[config.mk]
export PLATFORM = sky130hd
export DESIGN_NAME = pipe_mem_stage
export DESIGN_NICKNAME = d
export VERILOG_FILES = /design/src/rtl/pipe_mem_stage_pkg.sv /design/src/rtl/pipe_mem_stage_align.sv /design/src/rtl/pipe_mem_stage.sv
export SDC_FILE = /design/constraint.sdc
export NUM_CORES = 1
export LEC_CHECK = 0
export ABC_AREA = 1
export CELL_PAD_IN_SITES_DETAIL_PLACEMENT = 0
export CELL_PAD_IN_SITES_GLOBAL_PLACEMENT = 1
export CORE_UTILIZATION = 29
export DETAILED_ROUTE_END_ITERATION = 10
export PLACE_DENSITY_LB_ADDON = 0.1
export REMOVE_ABC_BUFFERS = 1
export SYNTH_ARGS = -nofsm -noshare
export SYNTH_HDL_FRONTEND = slang
export SYNTH_HIERARCHICAL = 1
export SYNTH_SLANG_ARGS = --single-unit
[constraint.sdc]
create_clock -name in_clk -period 2.4 [get_ports in_clk]
set_input_delay 0.72 -clock in_clk [delete_from_list [all_inputs] [get_ports in_clk]]
set_output_delay 0.72 -clock in_clk [all_outputs]
set_load 0.05 [all_outputs]
[src/rtl/pipe_mem_stage_pkg.sv]
// ============================================================================
//  Module      : pipe_mem_stage_pkg
//  Description : Shared encodings for the MEM pipeline stage: access sizes,
//                FSM state type, lane-enable patterns, misalignment helper.
//  Revision    : 1.0 - initial release
// ============================================================================
`default_nettype none

package pipe_mem_stage_pkg;

    // Access-size encodings carried on in_dmem_type
    localparam logic [1:0] SIZE_WORD = 2'b00;
    localparam logic [1:0] SIZE_HALF = 2'b01;
    localparam logic [1:0] SIZE_BYTE = 2'b10;
    localparam logic [1:0] SIZE_RSVD = 2'b11;   // behaves as a word access

    // Stage controller states
    typedef enum logic [0:0] {
        ST_IDLE = 1'b0,
        ST_WAIT = 1'b1
    } mem_state_t;

    // Lane-enable patterns before shifting to the addressed lane
    localparam logic [3:0] LANE_BYTE = 4'b0001;
    localparam logic [3:0] LANE_HALF = 4'b0011;
    localparam logic [3:0] LANE_WORD = 4'b1111;

    // A half access needs addr[0]=0; word (and reserved) needs addr[1:0]=0
    function automatic logic is_misaligned(input logic [1:0] size,
                                           input logic [1:0] lo);
        logic r;
        case (size)
            SIZE_BYTE: r = 1'b0;
            SIZE_HALF: r = lo[0];
            default:   r = (lo != 2'b00);
        endcase
        return r;
    endfunction

endpackage

`default_nettype wire

[src/rtl/pipe_mem_stage_align.sv]
// ============================================================================
//  Module      : pipe_mem_align
//  Description : Combinational lane logic: byte enables, store-data lane
//                replication and load-data extraction with zero/sign extend.
//  Revision    : 1.0 - initial release
// ============================================================================
`default_nettype none

module pipe_mem_align
    import pipe_mem_stage_pkg::*;
(
    input  logic [1:0]  size_i,
    input  logic [1:0]  addr_lo_i,
    input  logic        sign_i,
    input  logic [31:0] st_data_i,
    input  logic [31:0] ld_data_i,
    output logic [3:0]  be_o,
    output logic [31:0] st_data_o,
    output logic [31:0] ld_data_o
);

    logic [7:0]  w_ld_byte;
    logic [15:0] w_ld_half;

    // Byte enables and store replication; low address bits below the access
    // size are simply ignored (truncated) here
    always_comb begin
        be_o      = LANE_WORD;
        st_data_o = st_data_i;
        case (size_i)
            SIZE_BYTE: begin
                be_o      = LANE_BYTE << addr_lo_i;
                st_data_o = {4{st_data_i[7:0]}};
            end
            SIZE_HALF: begin
                be_o      = LANE_HALF << {addr_lo_i[1], 1'b0};
                st_data_o = {2{st_data_i[15:0]}};
            end
            default: begin
                be_o      = LANE_WORD;
                st_data_o = st_data_i;
            end
        endcase
    end

    // Lane select and extension of returned load data
    always_comb begin
        case (addr_lo_i)
            2'd0:    w_ld_byte = ld_data_i[7:0];
            2'd1:    w_ld_byte = ld_data_i[15:8];
            2'd2:    w_ld_byte = ld_data_i[23:16];
            default: w_ld_byte = ld_data_i[31:24];
        endcase
        w_ld_half = addr_lo_i[1] ? ld_data_i[31:16] : ld_data_i[15:0];
        case (size_i)
            SIZE_BYTE: ld_data_o = sign_i ? {{24{w_ld_byte[7]}}, w_ld_byte}
                                          : {24'd0, w_ld_byte};
            SIZE_HALF: ld_data_o = sign_i ? {{16{w_ld_half[15]}}, w_ld_half}
                                          : {16'd0, w_ld_half};
            default:   ld_data_o = ld_data_i;
        endcase
    end

endmodule

`default_nettype wire

[src/rtl/pipe_mem_stage.sv]
// ============================================================================
//  Module      : pipe_mem_stage
//  Description : MEM pipeline stage. Issues a single outstanding data-memory
//                request, stalls upstream until ack or timeout, and loads the
//                MEM/WB register. Optional build macro MEM_MISALIGN_TRAP_EN
//                traps misaligned half/word accesses instead of issuing them.
//  Revision    : 1.0 - initial release
// ============================================================================
`default_nettype none

module pipe_mem_stage
    import pipe_mem_stage_pkg::*;
#(
    parameter int ACK_TIMEOUT = 255
) (
    input  logic        in_clk,
    input  logic        in_rst,
    input  logic        in_valid,
    input  logic        in_dmem_ena,
    input  logic        in_dmem_wena,
    input  logic [1:0]  in_dmem_type,
    input  logic        in_dmem_sign,
    input  logic [31:0] in_rt_data,
    input  logic [31:0] in_alu_result,
    input  logic [4:0]  in_rd_waddr,
    input  logic        in_rd_sel,
    input  logic        in_rd_wena,
    output logic        out_dmem_req,
    output logic        out_dmem_we,
    output logic [3:0]  out_dmem_be,
    output logic [31:0] out_dmem_addr,
    output logic [31:0] out_dmem_wdata,
    input  logic        in_dmem_ack,
    input  logic [31:0] in_dmem_rdata,
    output logic        out_stall,
    output logic        out_wb_valid,
    output logic        out_rd_wena,
    output logic [4:0]  out_rd_waddr,
    output logic [31:0] out_wb_data,
    output logic        out_bus_err
);

    localparam logic [7:0] TIMEOUT_LIM = 8'(ACK_TIMEOUT);

    mem_state_t  state_q;
    logic [7:0]  cnt_q;

    // Request outputs
    logic        req_q, we_q;
    logic [3:0]  be_q;
    logic [31:0] addr_q, wdata_q;

    // MEM/WB register
    logic        wb_valid_q, rd_wena_q, bus_err_q;
    logic [4:0]  rd_waddr_q;
    logic [31:0] wb_data_q;

    // Instruction context latched on acceptance, used at completion
    logic [1:0]  type_q, alo_q;
    logic        sign_q, rd_sel_q, lrd_wena_q;
    logic [4:0]  lrd_waddr_q;
    logic [31:0] alu_q;

    logic [1:0]  w_size, w_lo;
    logic [3:0]  w_be;
    logic [31:0] w_st_data, w_ld_data;
    logic        w_trap, w_accept, w_timeout;
    logic [7:0]  w_cnt_inc;

    // In IDLE the aligner works on the incoming instruction (store side);
    // in WAIT it works on the latched context (load side)
    assign w_size = (state_q == ST_IDLE) ? in_dmem_type       : type_q;
    assign w_lo   = (state_q == ST_IDLE) ? in_alu_result[1:0] : alo_q;

    pipe_mem_align u_align (
        .size_i    (w_size),
        .addr_lo_i (w_lo),
        .sign_i    (sign_q),
        .st_data_i (in_rt_data),
        .ld_data_i (in_dmem_rdata),
        .be_o      (w_be),
        .st_data_o (w_st_data),
        .ld_data_o (w_ld_data)
    );

`ifdef MEM_MISALIGN_TRAP_EN
    assign w_trap = in_dmem_ena & is_misaligned(in_dmem_type, in_alu_result[1:0]);
`else
    assign w_trap = 1'b0;
`endif

    assign w_accept  = in_valid & in_dmem_ena & ~w_trap;
    assign w_cnt_inc = cnt_q + 8'd1;
    assign w_timeout = (w_cnt_inc == TIMEOUT_LIM);

    // Stall covers the acceptance cycle and WAIT, released in the cycle the
    // access completes (ack or timeout) so upstream advances on that edge
    assign out_stall = (state_q == ST_IDLE) ? w_accept
                                            : ~(in_dmem_ack | w_timeout);

    // Stage controller: request issue, completion, timeout and MEM/WB load
    always_ff @(posedge in_clk) begin
        if (in_rst) begin
            state_q     <= ST_IDLE;
            cnt_q       <= 8'd0;
            req_q       <= 1'b0;
            we_q        <= 1'b0;
            be_q        <= 4'd0;
            addr_q      <= 32'd0;
            wdata_q     <= 32'd0;
            wb_valid_q  <= 1'b0;
            rd_wena_q   <= 1'b0;
            rd_waddr_q  <= 5'd0;
            wb_data_q   <= 32'd0;
            bus_err_q   <= 1'b0;
            type_q      <= 2'd0;
            alo_q       <= 2'd0;
            sign_q      <= 1'b0;
            rd_sel_q    <= 1'b0;
            lrd_wena_q  <= 1'b0;
            lrd_waddr_q <= 5'd0;
            alu_q       <= 32'd0;
        end else begin
            bus_err_q <= 1'b0;
            case (state_q)
                ST_IDLE: begin
                    if (w_accept) begin
                        state_q     <= ST_WAIT;
                        cnt_q       <= 8'd0;
                        req_q       <= 1'b1;
                        we_q        <= in_dmem_wena;
                        be_q        <= w_be;
                        addr_q      <= {in_alu_result[31:2], 2'b00};
                        wdata_q     <= w_st_data;
                        type_q      <= in_dmem_type;
                        alo_q       <= in_alu_result[1:0];
                        sign_q      <= in_dmem_sign;
                        rd_sel_q    <= in_rd_sel;
                        lrd_wena_q  <= in_rd_wena;
                        lrd_waddr_q <= in_rd_waddr;
                        alu_q       <= in_alu_result;
                        wb_valid_q  <= 1'b0;
                        rd_wena_q   <= 1'b0;
                    end else if (in_valid) begin
                        // ALU op, or a trapped misaligned access
                        wb_valid_q  <= 1'b1;
                        rd_wena_q   <= in_rd_wena & ~w_trap;
                        rd_waddr_q  <= in_rd_waddr;
                        wb_data_q   <= in_alu_result;
                        bus_err_q   <= w_trap;
                    end else begin
                        wb_valid_q  <= 1'b0;
                        rd_wena_q   <= 1'b0;
                    end
                end
                ST_WAIT: begin
                    if (in_dmem_ack || w_timeout) begin
                        // Ack takes priority over a coincident timeout
                        state_q    <= ST_IDLE;
                        req_q      <= 1'b0;
                        we_q       <= 1'b0;
                        be_q       <= 4'd0;
                        wb_valid_q <= 1'b1;
                        rd_waddr_q <= lrd_waddr_q;
                        rd_wena_q  <= in_dmem_ack & lrd_wena_q;
                        bus_err_q  <= ~in_dmem_ack;
                        wb_data_q  <= (in_dmem_ack && rd_sel_q) ? w_ld_data : alu_q;
                    end else begin
                        cnt_q      <= w_cnt_inc;
                        wb_valid_q <= 1'b0;
                        rd_wena_q  <= 1'b0;
                    end
                end
                default: state_q <= ST_IDLE;
            endcase
        end
    end

    assign out_dmem_req   = req_q;
    assign out_dmem_we    = we_q;
    assign out_dmem_be    = be_q;
    assign out_dmem_addr  = addr_q;
    assign out_dmem_wdata = wdata_q;
    assign out_wb_valid   = wb_valid_q;
    assign out_rd_wena    = rd_wena_q;
    assign out_rd_waddr   = rd_waddr_q;
    assign out_wb_data    = wb_data_q;
    assign out_bus_err    = bus_err_q;

endmodule

`default_nettype wire

==> impl_metrics.yaml, run 1 <==
clock_tree:
  cts_tree: "yes"
  clk_path_buf_depth: 2
  cts_max_level: 4
  numCtsBuffers: 17
  ctsRootBufferMaster: "clkbuf_16"
  clkSlewWorstSetupHoldPaths_ns: 0.06
  cts.sinks: 129
  clk_latency_ns: 0.43
  ctsHoldBuffers: 0
logic_synthesis:
  ys_ff_latch: 129
  ys_async_sr_fraction_pct: 0
  synth_top_area_share_pct: 36.6
  ys.warnings.count: 6
  yosys.area.top_type: "dfxtp_1"
  syn_area_per_cell_sq_um: 6.38
  ys.flop_type: "dfxtp_1"
  synth.area.top_cells: "dfxtp_1 (37%), nand2_1 (13%), nor2_1 (12%)"
  synth_area_sq_mm: 0.00705
  netlist_instances: 1106
  synth.most_common_cell: "nand2_1"
  ys_seq_area_share_pct: 36.6
  yosysUniqueCellTypes: 34
  ys_top_cells_by_count: "nand2_1 (244), nor2_1 (233), dfxtp_1 (129), o21ai_0 (126), a21oi_1 (85)"
  synth_edf_count: 0
drt:
  dr.pass1.iters: 5
  vias: 7891
  viasPerCell: 4.66
  ant_nets: 0
  wl_um: 26500
  drtIter0Drc: 460
  drcViolationCount: 0
  routedWlPerCell_um: 15.6
setup_path:
  r2r_slack_ns: 0.11
  critPathLaunchType: "primary input"
  critPathCaptureType: "output port"
  r2r_end: "cnt_q[2]"
  path_max_fanout: 2
  reg2reg_from: "cnt_q[0]"
  cp-endpoint: "out_stall"
  cp-startpoint: "in_valid"
  worstSetupPathType: "in -> out"
  crit_arrival_ns: 1.82
  cp.required_ns: 1.68
  r2r_cells: 19
layout:
  drive_gt1_share_pct: 17.1
  final_util_pct: 46.7
  layout.nets: 1475
  layout.cells.non_filler: 1692
  syn_to_final_growth_pct: 56.7
  fill_cells: 2502
sta:
  fmax_mhz: 394
  relSlewSlack_pct: 61.8
  tightest_slew_ns: 0.571
  finClkSkew_ns: 0.0141
  rsz0062_at_grt: "true"
  slew_viol_final: 0
  worst_slack_ns: -0.141
  fin_crit_sh_pct: 106
  setup_viol: 1
  hold_viol: 0
  period_needed_ns: 2.54
outcome:
  violations: "setup timing"
  outcome: "finished, violations left"
power:
  p_sw_mw: 2.53
  p_int_mw: 4.84
  total_power_mw: 7.37
  powerDensity_mw_per_mm2: 667
  vdd_drop_max_mv: 0.394
  p_leak_nw: 4.71
  pwr-share-seq_pct: 32.7
  switching_share_pct: 34.3
  combPwrFrac_pct: 30.1
  pwr-share-clk_pct: 37.2
floorplan:
  start_util_pct: 29.8
  die_area_sq_mm: 0.0249
  dieHeight_um: 158
  core-area_sq_mm: 0.0237
  die_w_um: 158
  pin_count: 223
  row_count: 56
run:
  drv_cap: 0
global_routing:
  grt_max_degree: 67
  grt_pass1_wl_um: 40600
  grt.total_usage_pct: 21.1
  antenna_found_initial: 1
  grt_pass1_vias: 7550
  overflow: 0
hold_path:
  hold_class: "reg -> reg"
placement:
  dp_hpwl_um: 18300
  dp.cells: 1637
  portBuffers: 220
  gp_congestion: 0.865
==> per-stage QoR <==
stage	hold slack [ns]	TNS (ns)	cell area [sq um]	setup slack, ns
after floorplan	0.437	-267.26	6610	-2.97
after global placement	0.450	-23.75	9950	-0.472
after detailed placement	0.455	-24.09	9950	-0.493
after CTS	0.467	-0.141	10800	-0.111
after global routing	0.486	-0.209	11000	-0.187
final	0.465	-0.141	11000	-0.141
==> routing by layer <==
metal,vias up,part of all wire [%],track usage [%]
li1,4089,-,-
met1,3615,47,27.4
met2,160,47,35.0
met3,27,4.9,5.01
met4,0,1.2,5.08
met5,-,0,0
==> flip-flops by register name (all words and copies together) (netlist names), 2 cells and up <==
name            flops
alu_q              31
out_rd_waddr        5
cnt_q               8
out_wb_data        32
lrd_waddr_q         5
out_dmem_wdata     32
type_q              2
out_dmem_be         4
==> cells in the final DEF (no fill, tap or decap), drive strengths merged, types with 17 or more instances in the layout <==
master,count
nand2,265
nor2,236
clkdlybuf4s50,212
dfxtp,129
o21ai,129
buf,99
a21oi,96
nand3,85
inv,56
clkbuf,17
==> worst min-delay path by stage <==
stage	startpoint	end	slack [ns]	cells after the start
finish	lrd_waddr_q[0]	lrd_waddr_q[0]	0.46	2
CTS	out_wb_data[15]	out_wb_data[15]	0.47	2
floorplan	lrd_waddr_q[0]	lrd_waddr_q[0]	0.44	2
detailed placement	lrd_waddr_q[1]	lrd_waddr_q[1]	0.45	2
global route	lrd_waddr_q[1]	lrd_waddr_q[1]	0.49	2
global placement	out_dmem_req	out_dmem_req	0.45	2
==> what timing repair did <==
item                                    4_1_cts  5_1_grt
resized for setup                            29       72
pin swaps                                    11       32
gates cloned                                  0        1
endpoints found under the setup margin       26       44
setup buffers                                17        5
==> critical path: stages <==
cell and delay (ns):
clkdlybuf4s50_1 0.50, inv_2 0.06, nor3_4 0.19, clkinv_2 0.11
nand2_4 0.10, buf_12 0.13
==> power groups by stage <==
| stage | clock network [mW] | logic (mW) | registers (mW) |
|---|---|---|---|
| floorplan | 0 | 0.698 | 2.92 |
| global placement | 0 | 2.09 | 2.45 |
| detailed placement | 0 | 2.09 | 2.45 |
| CTS | 2.81 | 2.15 | 2.41 |
| global route | 2.89 | 2.40 | 2.43 |
| finish | 2.74 | 2.22 | 2.41 |
==> final cells by class <==
cell class | count | area (sq um) | area share, %
tap | 319 | 399 | 3.61
clock inverter | 15 | 180 | 1.63
sequential | 129 | 2590 | 23.5
inverter | 56 | 230 | 2.08
clock buffer | 17 | 425 | 3.85
timing repair buffer | 314 | 3150 | 28.5
multi-input combinational | 841 | 4060 | 36.8
antenna | 1 | 2.50 | 0.0226
==> cell families after synthesis <==
group	synth area share [%]
multiplexers	0.142
AND/OR/NAND/NOR	34.8
flip-flops	36.6
adder cells (fa/ha/maj)	0.710
AO/OA/AOI/OAI	18.2
other	0.0532
buffers and inverters	9.44
(Power assumes the default switching activity.)
==> run 2: changes to the inputs <==
--- a/config.mk
+++ b/config.mk
@@ -11,6 +11,7 @@
 export CORE_UTILIZATION = 29
 export DETAILED_ROUTE_END_ITERATION = 10
 export PLACE_DENSITY_LB_ADDON = 0.1
+export RECOVER_POWER = 100
 export REMOVE_ABC_BUFFERS = 1
 export SYNTH_ARGS = -nofsm -noshare
 export SYNTH_HDL_FRONTEND = slang
==> run 2 against run 1 <==
  * The run still ends with setup timing left
  * Utilization did not move
  * Cell count barely moved
  * Wire length barely moved
  * Sequential share of layout area did not move
  * Non-clock buffer count did not move
  * Sequential cell count did not move
  * Hold slack got worse by 0.00065 ns
  * Clock power barely moved
  * Combinational power barely moved
  * Total power barely moved
  * Critical path type unchanged
  * Critical endpoint unchanged
  * Largest power group unchanged
==> impl_metrics.yaml, run 2 (synthesized netlist as in run 1, its figures left out) <==
outcome:
  outcome: "finished, violations left"
  violations: "setup timing"
setup_path:
  cp.required_ns: 1.68
  path_cells: "clkdlybuf4s50_1 > inv_2 > nor3_4 > clkinv_2 > nand2_4 > buf_12"
  r2r_slack_ns: 0.11
  critPathLaunchType: "primary input"
  cpLargestDelayFamily: "buffers and inverters"
  slowest_stage: "clkdlybuf4s50_1"
  worstSetupPathType: "in -> out"
  crit_buf_inv: 4
  r2r_end: "cnt_q[2]"
  r2r_cells: 19
  cp.depth: 6
  path_max_fanout: 2
  crit_arrival_ns: 1.82
  cp_slowest_stage_delay_ns: 0.50
  critPathCaptureType: "output port"
  reg2reg_from: "cnt_q[0]"
floorplan:
  core-area_sq_mm: 0.0237
  row_count: 56
  die_w_um: 158
  start_util_pct: 29.8
  die_area_sq_mm: 0.0249
  dieHeight_um: 158
  pin_count: 223
clock_tree:
  ctsRootBufferMaster: "clkbuf_16"
  ctsHoldBuffers: 0
  clk_latency_ns: 0.42
  clk_path_buf_depth: 2
  cts.sinks: 129
  cts_max_level: 4
  clkSlewWorstSetupHoldPaths_ns: 0.06
  numCtsBuffers: 17
  cts_tree: "yes"
placement:
  gp_congestion: 0.865
  dp_slack_ns: -0.493
  dp.cells: 1637
  dp_hpwl_um: 18300
  portBuffers: 220
  post_dp_cell_area_sq_mm: 0.00995
power:
  vdd_drop_max_mv: 0.394
  total_power_mw: 7.37
  p_leak_nw: 4.71
  powerDensity_mw_per_mm2: 667
hold_path:
  worstHoldStart: "lrd_waddr_q[0]"
  min_to: "lrd_waddr_q[0]"
  hold_depth: 2
  hold_class: "reg -> reg"
global_routing:
  antenna_found_initial: 1
  grt_pass1_vias: 7550
  grt.total_usage_pct: 21.1
  grt_max_degree: 67
  grt_pass1_wl_um: 40600
  overflow: 0
layout:
  final_cell_mix: "nand2_1 (227), nor2_1 (223), clkdlybuf4s50_1 (212)"
  layout.cells.most_common: "nand2_1"
  drive_gt1_share_pct: 17.1
  multi_input_area_sq_mm: 0.00406
  design_area_sq_mm: 0.0110
  layout.nets: 1475
  final_util_pct: 46.7
  fill_cells: 2503
  final-seq-area_sq_mm: 0.00259
  syn_to_final_growth_pct: 56.7
  layout.cells.non_filler: 1693
sta:
  relSlewSlack_pct: 50.0
  slew_viol_final: 0
  fin_crit_sh_pct: 106
  setup_viol: 1
  hold_viol: 0
  fmax_mhz: 394
  worst_slack_ns: -0.139
  finClkSkew_ns: 0.0142
  tightest_slew_ns: 0.751
  rsz0062_at_grt: "true"
  period_needed_ns: 2.54
drt:
  drtIter0Drc: 456
  wl_um: 26500
  drcViolationCount: 0
  routedWlPerCell_um: 15.6
  viasPerCell: 4.65
  vias: 7871
  dr.pass1.iters: 4
  ant_nets: 0
run:
  drv_cap: 0
-- run 2: changes by cell type in the layout (fill, tap and decap cells not counted), sizes merged --
cell | before | now
diode | 1 | 2
clkbuf | 17 | 18
buf | 99 | 98
-- run 2: cell type report --
cell class                      count  area share (%)
Multi-Input combinational cell    841            36.8
Timing Repair Buffer              314            28.5
Sequential cell                   129            23.5
Clock buffer                       17            3.85
Tap cell                          319            3.61
Inverter                           56            2.08
Clock inverter                     15            1.63
Antenna cell                        2          0.0453
-- run 2: worst max path at each step --
| stage | start | endpoint |
|---|---|---|
| 2_1_floorplan | state_q | out_stall |
| 6_report | in_valid | out_stall |
| 3_5_place_dp | in_dmem_type[0] | out_wb_data[3] |
| 4_1_cts | cnt_q[1] | out_stall |
| 3_3_place_gp | in_dmem_type[0] | out_wb_data[9] |
| 5_1_grt | cnt_q[0] | out_stall |
-- run 2: routing by layer --
metal	routed length [um]	vias up	track usage [%]
met5	0	-	0
li1	-	4094	-
met1	12500	3588	27.4
met2	12400	167	35.0
met4	278	0	5.08
met3	1360	22	5.01
-- run 2: power by group --
| part | internal, mW | switching, mW | total (mW) |
|---|---|---|---|
| combinational | 0.891 | 1.33 | 2.22 |
| sequential | 2.31 | 0.105 | 2.41 |
| clock | 1.65 | 1.09 | 2.74 |
| total | 4.84 | 2.53 | 7.37 |
-- run 2: tightest hold or removal path: stages, from the launching register on --
cell      delay, ns
dfxtp_1        0.30
inv_1          0.06
a211oi_1       0.06
-- run 2: per-stage QoR --
step / hold WS (ns) / setup TNS, ns
floorplan: 0.437 / -267.26
CTS: 0.467 / -0.141
finish: 0.464 / -0.139
global route: 0.486 / -0.209
detailed placement: 0.455 / -24.09
global placement: 0.450 / -23.75
-- run 2: what timing repair did --
| action | in CTS | in global routing |
|---|---|---|
| gates cloned | 0 | 1 |
| endpoints found under the hold margin | 0 | 0 |
| pin swaps | 11 | 32 |
| endpoints found under the setup margin | 26 | 44 |
| resized for setup | 29 | 72 |
| setup buffers | 17 | 5 |
==> RTL change: new RTL, flow settings as in run 2 <==
Build with the macro `MEM_MISALIGN_TRAP_EN` defined.
--- a/src/rtl/pipe_mem_stage.sv
+++ b/src/rtl/pipe_mem_stage.sv
@@ -8,4 +8,6 @@
 // ============================================================================
 `default_nettype none
+
+`define MEM_MISALIGN_TRAP_EN
 
 module pipe_mem_stage
Behaviour: not the same (a bounded check fails within 4 cycles, from zero or initial values and one cycle with in_rst high).
==> RTL change against run 2 <==
- the run still ends with setup timing left
- utilization down 1.4 points
- sequential cell count unchanged
- setup slack worse by 0.026 ns
- clock skew down 0.0018 ns
- wire length about the same
- clock power down 4%
- die area down 0.31%
- synthesized area down 0.32%
- critical path depth up 4
- combinational power down 12%
- cell area down 3.4%
- sequential power down 2%
- total power down 5.8%
- critical path type unchanged
- critical endpoint unchanged
==> RTL change: results (changes against run 2) <==
The run finished, with violations left. The checks that failed: setup timing. The run gives 4 (unchanged) as the total number of H-tree levels.

The logs give 34.0% (+1.3 points) for the portion of total power attributed to sequential cells and -0.165 ns (-0.0259 ns) for the worst path setup slack after routing. The worst voltage drop across the vdd grid is 0.400 mV (+1.5%). The overall routing resource usage is 21.3% (+0.20 points), and the count of filler cells inserted in the layout is 2544 (+1.6%). The worst reg-to-reg path cell count was 18 (-1); the DRC violation total after the first TritonRoute iteration was 366 (-20%).

The run gives 0 (-2) as the total inserted antenna cells. Origin of the worst setup path: in_dmem_type[1]. The final weighted congestion of routability-driven global placement was 0.833 (-3.6%). The placement-stage worst setup slack was -0.767 ns (-0.274 ns); the leakage power total was 4.38 nW (-7.1%). The logs give 0.458 ns (-0.00600 ns) for the worst hold slack and 7335 (-2.8%) for the number of global-route vias before repair.

The tools report the critical path arrival as 1.84 ns (+0.02 ns). In this design, the largest share of critical-path delay is due to simple AND/OR/NAND/NOR gates. Wire length of the first global-routing pass: 40800 um (+0.53%).

The tools report the count of instances resized after the clock tree is built as 28 (-3.4%). The tools report the number of different library cells in the post-synthesis netlist as 30 (-12%). Sorting the synthesized cells by how often they occur yields sky130_fd_sc_hd__nand2_1, sky130_fd_sc_hd__a21oi_1, sky130_fd_sc_hd__nor2_1, sky130_fd_sc_hd__dfxtp_1, sky130_fd_sc_hd__nand3_1.

Worst min-delay path endpoint: type_q[0]. The run gives 0.00236 W (-2%) as the power drawn by the sequential cells. The tools report the number of placed instances, taps included as 1643 (+0.37%). The tools report the worst clock skew as 0.0123 ns (-0.00185 ns). The logs give 36.7% (+0.12 points) for the proportion of synthesized chip area in sequential cells and 28.2% (-1.9 points) for the proportion of power drawn by combinational gates. Reg-to-reg startpoint: state_q. Average via count per standard cell: 4.71 (+1.3%). The fraction of power spent switching nets is 33.6% (-0.66 points). The logs give 1122 (+1.4%) for the number of cells produced by synthesis and -0.165 ns (-0.0259 ns) for the setup TNS after final layout.

The final-report setup violation count came out at 1 (unchanged). The largest incremental delay on the critical path is 0.18 ns (-0.32 ns). The slew of the pin with the lowest slew margin works out to 0.790 ns (+0.0399 ns).

The detailed placement HPWL is 18000 um (-1.6%), and the count of buffers added by post-CTS timing repair for setup is 3 (-14). In this run the most critical hold path is launched from type_q[0]. On the critical path, the stage with the largest delay is an instance of sky130_fd_sc_hd__ha_4. The run gives 10700 sq um (-3.4%) as the finished layout cell area. The clock-pin slew on the worst setup and hold paths was 0.06 ns (about the same); the flop-to-flop setup slack was 0.17 ns (+0.06 ns). The number of standard cells in the final layout excluding fillers is 1687 (-0.35%), and the area after detailed placement is 9810 sq um (-1.4%). Share of final-layout standard cells stronger than drive strength 1: 13.2% (-3.9 points). Yosys attributes the largest share of cell area to sky130_fd_sc_hd__dfxtp_1, sky130_fd_sc_hd__nand2_1, sky130_fd_sc_hd__a21oi_1.

The detailed-routing iteration count for the pre-antenna-repair pass is 5 (+1). Count of nets after finishing: 1472 (-0.20%).
-- RTL change: per-layer routing --
| metal | global-route usage, % | wire length (um) | up-vias | share of wire [%] |
|---|---|---|---|---|
| met4 | 4.95 | 252 | 2 | 0.95 |
| li1 | - | - | 4116 | - |
| met5 | 0 | 17 | - | 0.064 |
| met2 | 34.4 | 12100 | 177 | 46 |
| met1 | 28.5 | 12600 | 3633 | 48 |
| met3 | 4.90 | 1470 | 17 | 5.5 |
-- RTL change: logic make-up (layout without fill, tap and decap cells) --
kind of cell    Yosys count  in the layout  share of synthesized area, %
flops                   129            129                          36.7
simple gates            607            608                          35.6
compound gates          255            255                          18.4
fa+ha+maj                 5              5                         0.890
buf+inv                 125            369                          8.33
other cells               1              2                        0.0533
-- RTL change: cell type report --
cell class / count / area share (%)
repair buffers: 299 / 27.0
flip-flops and latches: 129 / 24.3
clock buffers: 19 / 4.24
inverters: 38 / 1.45
well taps: 319 / 3.74
clock inverters: 13 / 1.27
multi-input cells: 870 / 38.0
